--- src/rtl/debounce_pkg.sv ---
// Shared types and constants for the switch debouncer.
// Provides the per-channel FSM state encoding and the minimum stable count.
package debounce_pkg;

    typedef enum logic [1:0] {
        ST_LOW    = 2'd0,
        PEND_HIGH = 2'd1,
        ST_HIGH   = 2'd2,
        PEND_LOW  = 2'd3
    } deb_state_t;

    localparam int MIN_STABLE_CYCLES = 2;

endpackage

--- src/rtl/debounce_channel.sv ---
// Single-bit debounce channel: 2-flop synchroniser, stability FSM and
// counter, registered clean level plus one-cycle rise/fall pulses.
// Ports: clk, rst (async, active-high), raw_i (async in),
//        level_o, rise_o, fall_o (all registered).
module debounce_channel
    import debounce_pkg::*;
#(
    parameter int STABLE_CYCLES = 16
) (
    input  logic clk,
    input  logic rst,
    input  logic raw_i,
    output logic level_o,
    output logic rise_o,
    output logic fall_o
);

    // Values below the legal minimum are clamped rather than
    // producing a zero-width counter.
    localparam int SC = (STABLE_CYCLES < MIN_STABLE_CYCLES) ?
                        MIN_STABLE_CYCLES : STABLE_CYCLES;
    localparam int CW = $clog2(SC);
    localparam logic [CW-1:0] TERM = CW'(SC - 1);

    logic          r_sync1;
    logic          r_sync2;
    deb_state_t    r_state;
    logic [CW-1:0] r_cnt;
    logic          r_level;
    logic          r_rise;
    logic          r_fall;

    deb_state_t    w_state;
    logic [CW-1:0] w_cnt;
    logic          w_level;
    logic          w_rise;
    logic          w_fall;

    always_ff @(posedge clk or posedge rst) begin
        if (rst) begin
            r_sync1 <= 1'b0;
            r_sync2 <= 1'b0;
            r_state <= ST_LOW;
            r_cnt   <= '0;
            r_level <= 1'b0;
            r_rise  <= 1'b0;
            r_fall  <= 1'b0;
        end else begin
            r_sync1 <= raw_i;
            r_sync2 <= r_sync1;
            r_state <= w_state;
            r_cnt   <= w_cnt;
            r_level <= w_level;
            r_rise  <= w_rise;
            r_fall  <= w_fall;
        end
    end

    // In the pending states the input compare is checked before the
    // terminal count, so a bounce on the final cycle is still rejected.
    always_comb begin
        w_state = r_state;
        w_cnt   = r_cnt;
        w_level = r_level;
        w_rise  = 1'b0;
        w_fall  = 1'b0;
        case (r_state)
            ST_LOW: begin
                if (r_sync2) begin
                    w_state = PEND_HIGH;
                    w_cnt   = '0;
                end
            end
            PEND_HIGH: begin
                if (!r_sync2) begin
                    w_state = ST_LOW;
                    w_cnt   = '0;
                end else if (r_cnt == TERM) begin
                    w_state = ST_HIGH;
                    w_cnt   = '0;
                    w_level = 1'b1;
                    w_rise  = 1'b1;
                end else begin
                    w_cnt = r_cnt + 1'b1;
                end
            end
            ST_HIGH: begin
                if (!r_sync2) begin
                    w_state = PEND_LOW;
                    w_cnt   = '0;
                end
            end
            PEND_LOW: begin
                if (r_sync2) begin
                    w_state = ST_HIGH;
                    w_cnt   = '0;
                end else if (r_cnt == TERM) begin
                    w_state = ST_LOW;
                    w_cnt   = '0;
                    w_level = 1'b0;
                    w_fall  = 1'b1;
                end else begin
                    w_cnt = r_cnt + 1'b1;
                end
            end
            default: begin
                w_state = ST_LOW;
                w_cnt   = '0;
            end
        endcase
    end

    assign level_o = r_level;
    assign rise_o  = r_rise;
    assign fall_o  = r_fall;

endmodule

--- src/rtl/switch_debouncer.sv ---
// Multi-channel switch debouncer: WIDTH independent debounce channels
// plus a registered any-edge flag one cycle behind the pulses.
// Ports: clk, rst (async, active-high), raw_i[WIDTH], level_o, rise_o,
//        fall_o [WIDTH], any_edge_o.
module switch_debouncer #(
    parameter int WIDTH         = 2,
    parameter int STABLE_CYCLES = 16
) (
    input  logic             clk,
    input  logic             rst,
    input  logic [WIDTH-1:0] raw_i,
    output logic [WIDTH-1:0] level_o,
    output logic [WIDTH-1:0] rise_o,
    output logic [WIDTH-1:0] fall_o,
    output logic             any_edge_o
);

    logic r_any_edge;

    for (genvar k = 0; k < WIDTH; k++) begin : g_ch
        debounce_channel #(
            .STABLE_CYCLES(STABLE_CYCLES)
        ) u_ch (
            .clk    (clk),
            .rst    (rst),
            .raw_i  (raw_i[k]),
            .level_o(level_o[k]),
            .rise_o (rise_o[k]),
            .fall_o (fall_o[k])
        );
    end

    always_ff @(posedge clk or posedge rst) begin
        if (rst) begin
            r_any_edge <= 1'b0;
        end else begin
            r_any_edge <= |(rise_o | fall_o);
        end
    end

    assign any_edge_o = r_any_edge;

endmodule

--- config.mk ---
export PLATFORM = sky130hd
export DESIGN_NAME = switch_debouncer
export DESIGN_NICKNAME = d
export VERILOG_FILES = /design/src/rtl/debounce_pkg.sv /design/src/rtl/debounce_channel.sv /design/src/rtl/switch_debouncer.sv
export SDC_FILE = /design/constraint.sdc
export NUM_CORES = 1
export LEC_CHECK = 0
export ABC_CLOCK_PERIOD_IN_PS = 1200
export CAP_MARGIN = 30
export CORE_MARGIN = 4
export CORE_UTILIZATION = 45
export DETAILED_ROUTE_END_ITERATION = 16
export GPL_TIMING_DRIVEN = 0
export PLACE_DENSITY = 0.67
export SLEW_MARGIN = 20
export SYNTH_ARGS = -nofsm -noshare
export SYNTH_HDL_FRONTEND = slang
export SYNTH_HIERARCHICAL = 1
export SYNTH_SLANG_ARGS = --single-unit
--- constraint.sdc ---
create_clock -name clk -period 1.2 [get_ports clk]
set_input_delay 0.12 -clock clk [delete_from_list [all_inputs] [get_ports clk]]
set_output_delay 0.12 -clock clk [all_outputs]
set_load 0.05 [all_outputs]
== Word-level counts from Yosys, hierarchy flattened ==
Cells that the tools add are included.
Widths: inputs -> output; s select.
Cells by class
  add/subtract/negate cells: 2
  eq/ne operators: 24
  multiplexer cells: 46
  bitwise gates (word level): 1
  reduce and logical (&&, ||, !) cells: 11
Operators by type and width (count)
  $mux 4: 10
  $pmux 4 s4: 2
  $mux 2: 12
  $mux 1: 18
  $ne 2x1->1 const B: 8
  $pmux 2 s4: 2
  $reduce_and 5->1: 2
  $add 4x1->4 const B: 2
  $eq 2x2->1 const B: 4
  $eq 4x4->1 const B: 2
  $ne 2x2->1 const B: 4
  $reduce_and 4->1: 2
  $ne 3x1->1 const B: 2
  $ne 3x3->1 const B: 2
  $eq 2x1->1 const B: 2
  $logic_not 2->1: 2
  $pmux 1 s2: 2
  $reduce_and 2->1: 2
  $reduce_bool 2->1: 2
  $or 2x2->2: 1
  $reduce_or 2->1: 1
Storage, ports and cells
  bits in registers: 23
  input port bits: 4
  output and inout bits: 7
  logic and storage cells: 99

== Logic depth before layout (Yosys ltp) ==
Gate-level depths: netlist (run 1).
  depth after elaboration: 4
  gate-level depth with buffers: 4
  depth with buffers taken out: 4

== Modules after synthesis ==
The synthesis (run 1) kept the hierarchy.
By module, submodules not included
  debounce_channel: instances 2, cells each 41, area each 466.7 um2, seq. area each 275.3 um2
  switch_debouncer: instances 1, cells each 3, area each 36.3 um2, seq. area each 25.0 um2

== Worst setup path after synthesis (run 1) ==
No wires, ideal clock.
  path type: reg2reg
  start point: reg g_ch[0].u_ch.r_fall
  end point: reg r_any_edge (netlist: any_edge_o)
  library setup time: 0.139 ns
  data arrival time: 1.094 ns
  data required time: 1.061 ns
  path slack: -0.033 ns
  stages on the path, launching flop included: 2
  buffers on the path: 0
  clock period less this slack: 1.233 ns
  cell sequence: dfrtp_1 > or4_1
On the way
  cells in the longest elaborated chain, start to end: 2
Ends and longest elaborated chain
  start, declared: line debounce_channel.sv:31  | logic r_fall;
  start signal, assigned: line debounce_channel.sv:55  | r_fall <= w_fall;
  $or 2x2->2: line switch_debouncer.sv:37  | r_any_edge <= |(rise_o | fall_o);
  $reduce_or 2->1: line switch_debouncer.sv:37
  end signal, assigned: line switch_debouncer.sv:37
  end, declared: line switch_debouncer.sv:18  | logic r_any_edge;
Every way passes these cells.
A chain may end at the register's enable or synchronous reset.

== Worst setup path after layout (run 1) ==
  start point: reg g_ch[0].u_ch.r_rise
  end point: out rise_o[0]
RTL lines
  start, declared: line debounce_channel.sv:30  | logic r_rise;
  start signal, assigned: line debounce_channel.sv:54  | r_rise <= w_rise;
  end, declared: line switch_debouncer.sv:13  | output logic [WIDTH-1:0] rise_o,
No word-level cell between the ends.

==> out/results.tsv, run 1 <==
metric	value	unit
outcome	complete, no violations	
CP cell instances	clkdlybuf4s15_2	
post-layout minimum cycle time	1.17	ns
first-pass GRT wire length	2910	um
multi-input combinational cell area	427	sq um
launching point of the worst reg2reg path	g_ch[0].u_ch/r_sync2$_DFF_PP0_	
1st-pass router iterations	4	
Leakage	0.562	nW
reg2reg end	g_ch[0].u_ch/r_cnt[2]$_DFFE_PP0P_	
top cells by area, synth	dfrtp_1 (59%), a31oi_1 (6.5%), a22o_1 (3.6%)	
crit path launch type	register	
Syn Area/Cell	11.4	sq um
FMAX	857	MHz
Clk pin slew, worst setup/hold paths	0.12	ns
Compound-Gate Fraction of Synth Area	0.132	
Worst Tran Pin Value	0.413	ns
Critical Path Fanout Max	2	
worst clock skew	0.00468	ns
Die Height	54.4	um
hold path depth	1	
worst stage delay on the critical path	0.42	ns
Post-Layout Cell Count	133	
number of flops mapped to enable cells by yosys	0	
iteration-0 DRC count of the detailed router	7	
crit path DAT	1.05	ns
Power Density	1110	mW/mm^2
Register Area	583	sq um
Final nets	113	
async set-reset flop share out of synthesis	1.00	
post-synthesis xor/xnor area fraction	0.0335	
Worst slew margin	0.725	
WS Path Type	register to primary output	
hold wc startpoint	raw_i[1]	
Synth Area in Simple Gates	0.194	
Adder-Cell Fraction of Synth Area	0.0258	
Syn Nets	91	
core area	0.00200	sq mm
Final Cycle Share	0.973	
Seq cells post-synth	23	
Setup crit end kind	primary output	
part of the Yosys area used for sequential elements	0.594	
Slowest cell on crit path	dfrtp_2	
CTS buffer count	3	
number of top-level pins	11	
Synth warnings	6	
H-tree depth	1	
row count	16	
CP Data Required Time	1.08	ns
fillcell total	160	
vias	729	
placed cells	122	
r2r worst-path depth	3	
DIE WIDTH	54.4	um
Worst IR Drop VDD	0.691	mV
CP delay by family, top	flip-flops	
area share of the largest cell type after synthesis	0.594	
CTS tree	done	
Hold Crit Class	input pin to register	
All-Layer GR Usage	0.140	
vias in the first global route	666	
Synth cell types	21	
ys flop type	dfrtp_1	
largest family of logic cells by synthesized area	simple AND/OR/NAND/NOR gates	
DRC violations left	0	
Die ar.	0.00296	sq mm
Final HPWL DP	1100	um
clock network latency to the later pin of the worst-skew pair	0.30	ns
Antenna diodes	0	
share of cells above drive strength 1	0.302	
Yosys top cell by area	dfrtp_1	
Initial Util	0.484	
Layout area overhead	27.4	%
Wirelength per Cell	12.6	um
hold endpoint	g_ch[1].u_ch/r_sync1$_DFF_PP0_	
initial antenna violation count	0	
worst path bufs/invs	1	
final slew viol count	0	
clk root buf	clkbuf_4	
largest net degree at the start of global routing	13	
gr ovfl total	0	
mapped cell area	970	sq um
Mapped Cells	85	
proportion of synthesized area in mux cells	0	
Port Buffer Count	10	
post-route ant nets	0	
vias per cell	5.48	
Max Cap Viol	0	
RSZ-0062 raised after global routing	yes	
Final setup viols	0	
Clock Path Buffers	2	
most common cell after layout, fill and taps aside	dfrtp_1	
most frequent cells in the layout	dfrtp_1 (17), a31oi_1 (10), nand2_1 (8), dfrtp_2 (6), buf_4 (6)	
Hold Violations, Final	0	
Routed WL	1680	um
Core Util, Final	0.617	
R2R Setup Slk	0.04	ns
clock sink total	23	
Final Wtd Congestion	0.784	
[cells in the mapped netlist (all sizes together), types with 3 or more instances]
cell / n
a21oi: 4
a31oi: 10
inv: 3
nand4: 4
dfrtp: 23
nor2: 4
a22o: 4
nand2: 8
and2: 4
[logic make-up after synthesis]
logic type,after synthesis
simple gates,33
flops,23
compound gates,20
buf+inv,5
xor+xnor,2
fa+ha+maj,2
[worst max-delay path by stage]
stage	slack (ns)	cells past startpoint	start	end
after global routing	-0.06	3	g_ch[0].u_ch/r_sync2$_DFF_PP0_	g_ch[0].u_ch/r_cnt[3]$_DFFE_PP0P_
final	0.03	1	g_ch[0].u_ch/rise_o$_DFF_PP0_	rise_o[0]
after floorplan	0.02	1	g_ch[1].u_ch/fall_o$_DFF_PP0_	any_edge_o$_DFF_PP0_
after global placement	-0.07	1	g_ch[1].u_ch/level_o$_DFFE_PP0P_	level_o[1]
after detailed placement	-0.08	1	g_ch[1].u_ch/level_o$_DFFE_PP0P_	level_o[1]
after CTS	0.01	3	g_ch[1].u_ch/r_sync2$_DFF_PP0_	g_ch[1].u_ch/r_cnt[3]$_DFFE_PP0P_
[metrics by stage]
stage                     setup slack (ns)  instance area, sq um  total power [W]  TNS [ns]  hold slack (ns)
final                               0.0325                  1230          0.00138         0            0.243
after detailed placement           -0.0829                  1110          0.00101    -0.568            0.319
after global placement             -0.0696                  1110          0.00100    -0.366            0.320
after CTS                           0.0105                  1190          0.00139         0            0.220
after floorplan                     0.0157                   972         0.000967         0           -0.151
after global routing               -0.0572                  1230          0.00144   -0.0746            0.230
[layer usage]
metal | up-vias | global-route usage | share of wire
met2 | 19 | 0.213 | 0.46
met4 | 0 | 0.0996 | 0.016
met1 | 350 | 0.184 | 0.48
met3 | 2 | 0.0163 | 0.042
li1 | 358 | - | -
met5 | - | 0 | 0
[state kept, by name, summed over array words and instances, names as in the netlist, named ones only]
| signal | flops |
|---|---|
| g_ch.u_ch/r_sync2 | 2 |
| g_ch.u_ch/level_o | 2 |
| g_ch.u_ch/r_cnt | 8 |
| any_edge_o | 1 |
| g_ch.u_ch/rise_o | 2 |
| g_ch.u_ch/fall_o | 2 |
| g_ch.u_ch/r_state | 2 |
| g_ch.u_ch/r_sync1 | 2 |
[final cells by class]
class / instances / area share
repair buffers: 17 / 0.117
inverters: 3 / 0.00912
well taps: 27 / 0.0274
multi-input cells: 57 / 0.345
flip-flops and latches: 23 / 0.472
clock buffers: 4 / 0.0213
plain buffers: 2 / 0.00811
[where the power goes]
group | switching (W) | internal [W]
registers | 0.0000642 | 0.000819
clock network | 0.000215 | 0.000130
logic | 0.0000712 | 0.0000764
total | 0.000350 | 0.00103
[what timing repair did]
| item | in CTS | in global routing |
|---|---|---|
| resized for setup | 32 | 10 |
| setup buffers | 3 | 3 |
| endpoints found under the setup margin | 16 | 14 |
| pin swaps | 3 | 3 |
| hold buffers | 1 | 0 |
| endpoints found under the hold margin | 1 | 0 |
Power figures use the tool's default switching activity.
==> run 2: changes to the inputs <==
Settings changed: CTS_BUF_LIST from default to sky130_fd_sc_hd__clkbuf_16.
==> out/results.tsv, run 2 (synthesized netlist as in run 1, its figures left out) <==
metric	value	unit
Port Buffer Count	10	
post-route ant nets	0	
crit path launch type	register	
met2 Resource Use GR	0.209	
met1 Use GR	0.187	
initial antenna violation count	0	
most common cell after layout, fill and taps aside	dfrtp_1	
R2R Setup Slk	0.02	ns
Hold Violations, Final	0	
crit path DAT	1.32	ns
Worst slew margin	0.725	
worst stage delay on the critical path	0.45	ns
Critical Path Fanout Max	8	
Clk pin slew, worst setup/hold paths	0.06	ns
Wirelength per Cell	13.4	um
Clock Path Buffers	2	
outcome	complete, no violations	
vias per cell	5.52	
Die Height	54.4	um
max FFs per register	8	
iteration-0 DRC count of the detailed router	16	
Tot Pwr	0.00174	W
Final Cycle Share	0.980	
gr ovfl total	0	
CP cell instances	xor2_4 -> nor2_1 -> a22o_1	
core area	0.00200	sq mm
CTS tree	done	
Setup crit end kind	register	
1st-pass router iterations	4	
Post-Layout Cell Count	130	
Worst Tran Pin Value	0.412	ns
GR peak layer	met2	
Critical Path Stages	3	
CP delay by family, top	flip-flops	
worst slack, placed	-0.0829	ns
FMAX	850	MHz
vias	718	
Slowest cell on crit path	dfrtp_2	
r2r worst-path depth	3	
Antenna diodes	0	
Die ar.	0.00296	sq mm
Setup WS post-layout	0.0235	ns
clock sink total	23	
Layout area overhead	32.3	%
CP Data Required Time	1.34	ns
RSZ-0062 raised after global routing	yes	
clock network latency to the later pin of the worst-skew pair	0.26	ns
launching point of the worst reg2reg path	g_ch[0].u_ch/r_sync2$_DFF_PP0_	
CTS buffer count	3	
worst path bufs/invs	0	
row count	16	
Routed WL	1740	um
final hold slack	0.0530	ns
Hold Crit Class	input pin to asynchronous set/reset pin	
Final nets	110	
Max Cap Viol	0	
Final HPWL DP	1100	um
crit path from	g_ch[0].u_ch/r_sync2$_DFF_PP0_	
vias in the first global route	627	
final slew viol count	0	
met3 Track Usage GR	0.00817	
WS Path Type	register to register	
DIE WIDTH	54.4	um
largest net degree at the start of global routing	13	
worst clock skew	0.00383	ns
DRC violations left	0	
most frequent cells in the layout	dfrtp_1 (16), a31oi_1 (10), nand2_1 (8), dfrtp_2 (7), clkdlybuf4s15_2 (6)	
first-pass GRT wire length	2880	um
reg2reg end	g_ch[0].u_ch/r_cnt[0]$_DFFE_PP0P_	
post-layout minimum cycle time	1.18	ns
Worst IR Drop VDD	0.987	mV
Final Wtd Congestion	0.784	
share of cells above drive strength 1	0.320	
largest reg by FF count	g_ch.u_ch/r_cnt	
Initial Util	0.484	
number of top-level pins	11	
Leakage	0.571	nW
Final setup viols	0	
H-tree depth	1	
All-Layer GR Usage	0.142	
placed cells	122	
Power Density	1360	mW/mm^2
clk root buf	clkbuf_16	
-- run 2: cell count changes in the layout (fill, tap and decap cells not counted), sizes merged --
| cell | change |
|---|---|
| buf | -5 |
| inv | +1 |
| clkdlybuf4s15 | +3 |
| clkdlybuf4s18 | -1 |
| dlygate4sd3 | -1 |
-- run 2: stage by stage --
stage                     cell area, sq um   util  TNS [ns]
after global placement                1110  0.553    -0.366
after floorplan                        972      -         0
after detailed placement              1110  0.553    -0.568
final                                 1280  0.641         0
after CTS                             1240  0.619         0
after global routing                  1280  0.641    -0.146
-- run 2: layer usage --
metal	wire length [um]	up-vias
met1	831	343
met5	0	-
met4	68	0
li1	-	351
met2	778	19
met3	63	5
-- run 2: repair_timing --
action / 4_1_cts / 5_1_grt
endpoints found under the setup margin: 14 / 13
gates resized for setup: 28 / 10
pin swaps: 3 / 3
gates cloned: 0 / 0
buffers inserted: 1 / 3
hold buffers: 0 / 0
-- run 2: where the power goes --
part | switching, W | leakage [nW] | internal, W
Combinational | 0.0000687 | 0.235 | 0.0000709
Sequential | 0.0000696 | 0.294 | 0.000821
Clock | 0.000265 | 0.0423 | 0.000445
Total | 0.000404 | 0.571 | 0.00134
-- run 2: worst max path at each step --
stage	to	slack [ns]
after floorplan	any_edge_o$_DFF_PP0_	0.02
after global placement	level_o[1]	-0.07
after detailed placement	level_o[1]	-0.08
after CTS	any_edge_o	0.0009
after global routing	g_ch[0].u_ch/r_cnt[3]$_DFFE_PP0P_	-0.05
final	g_ch[0].u_ch/r_cnt[0]$_DFFE_PP0P_	0.02
-- run 2: layout make-up --
type | count | area, sq um
multi-input cells | 57 | 432
inverters | 3 | 11.3
well taps | 27 | 33.8
plain buffers | 2 | 10.0
clock inverters | 1 | 3.75
repair buffers | 14 | 133
fillers | 146 | 719
flip-flops and latches | 23 | 584
clock buffers | 3 | 75.1
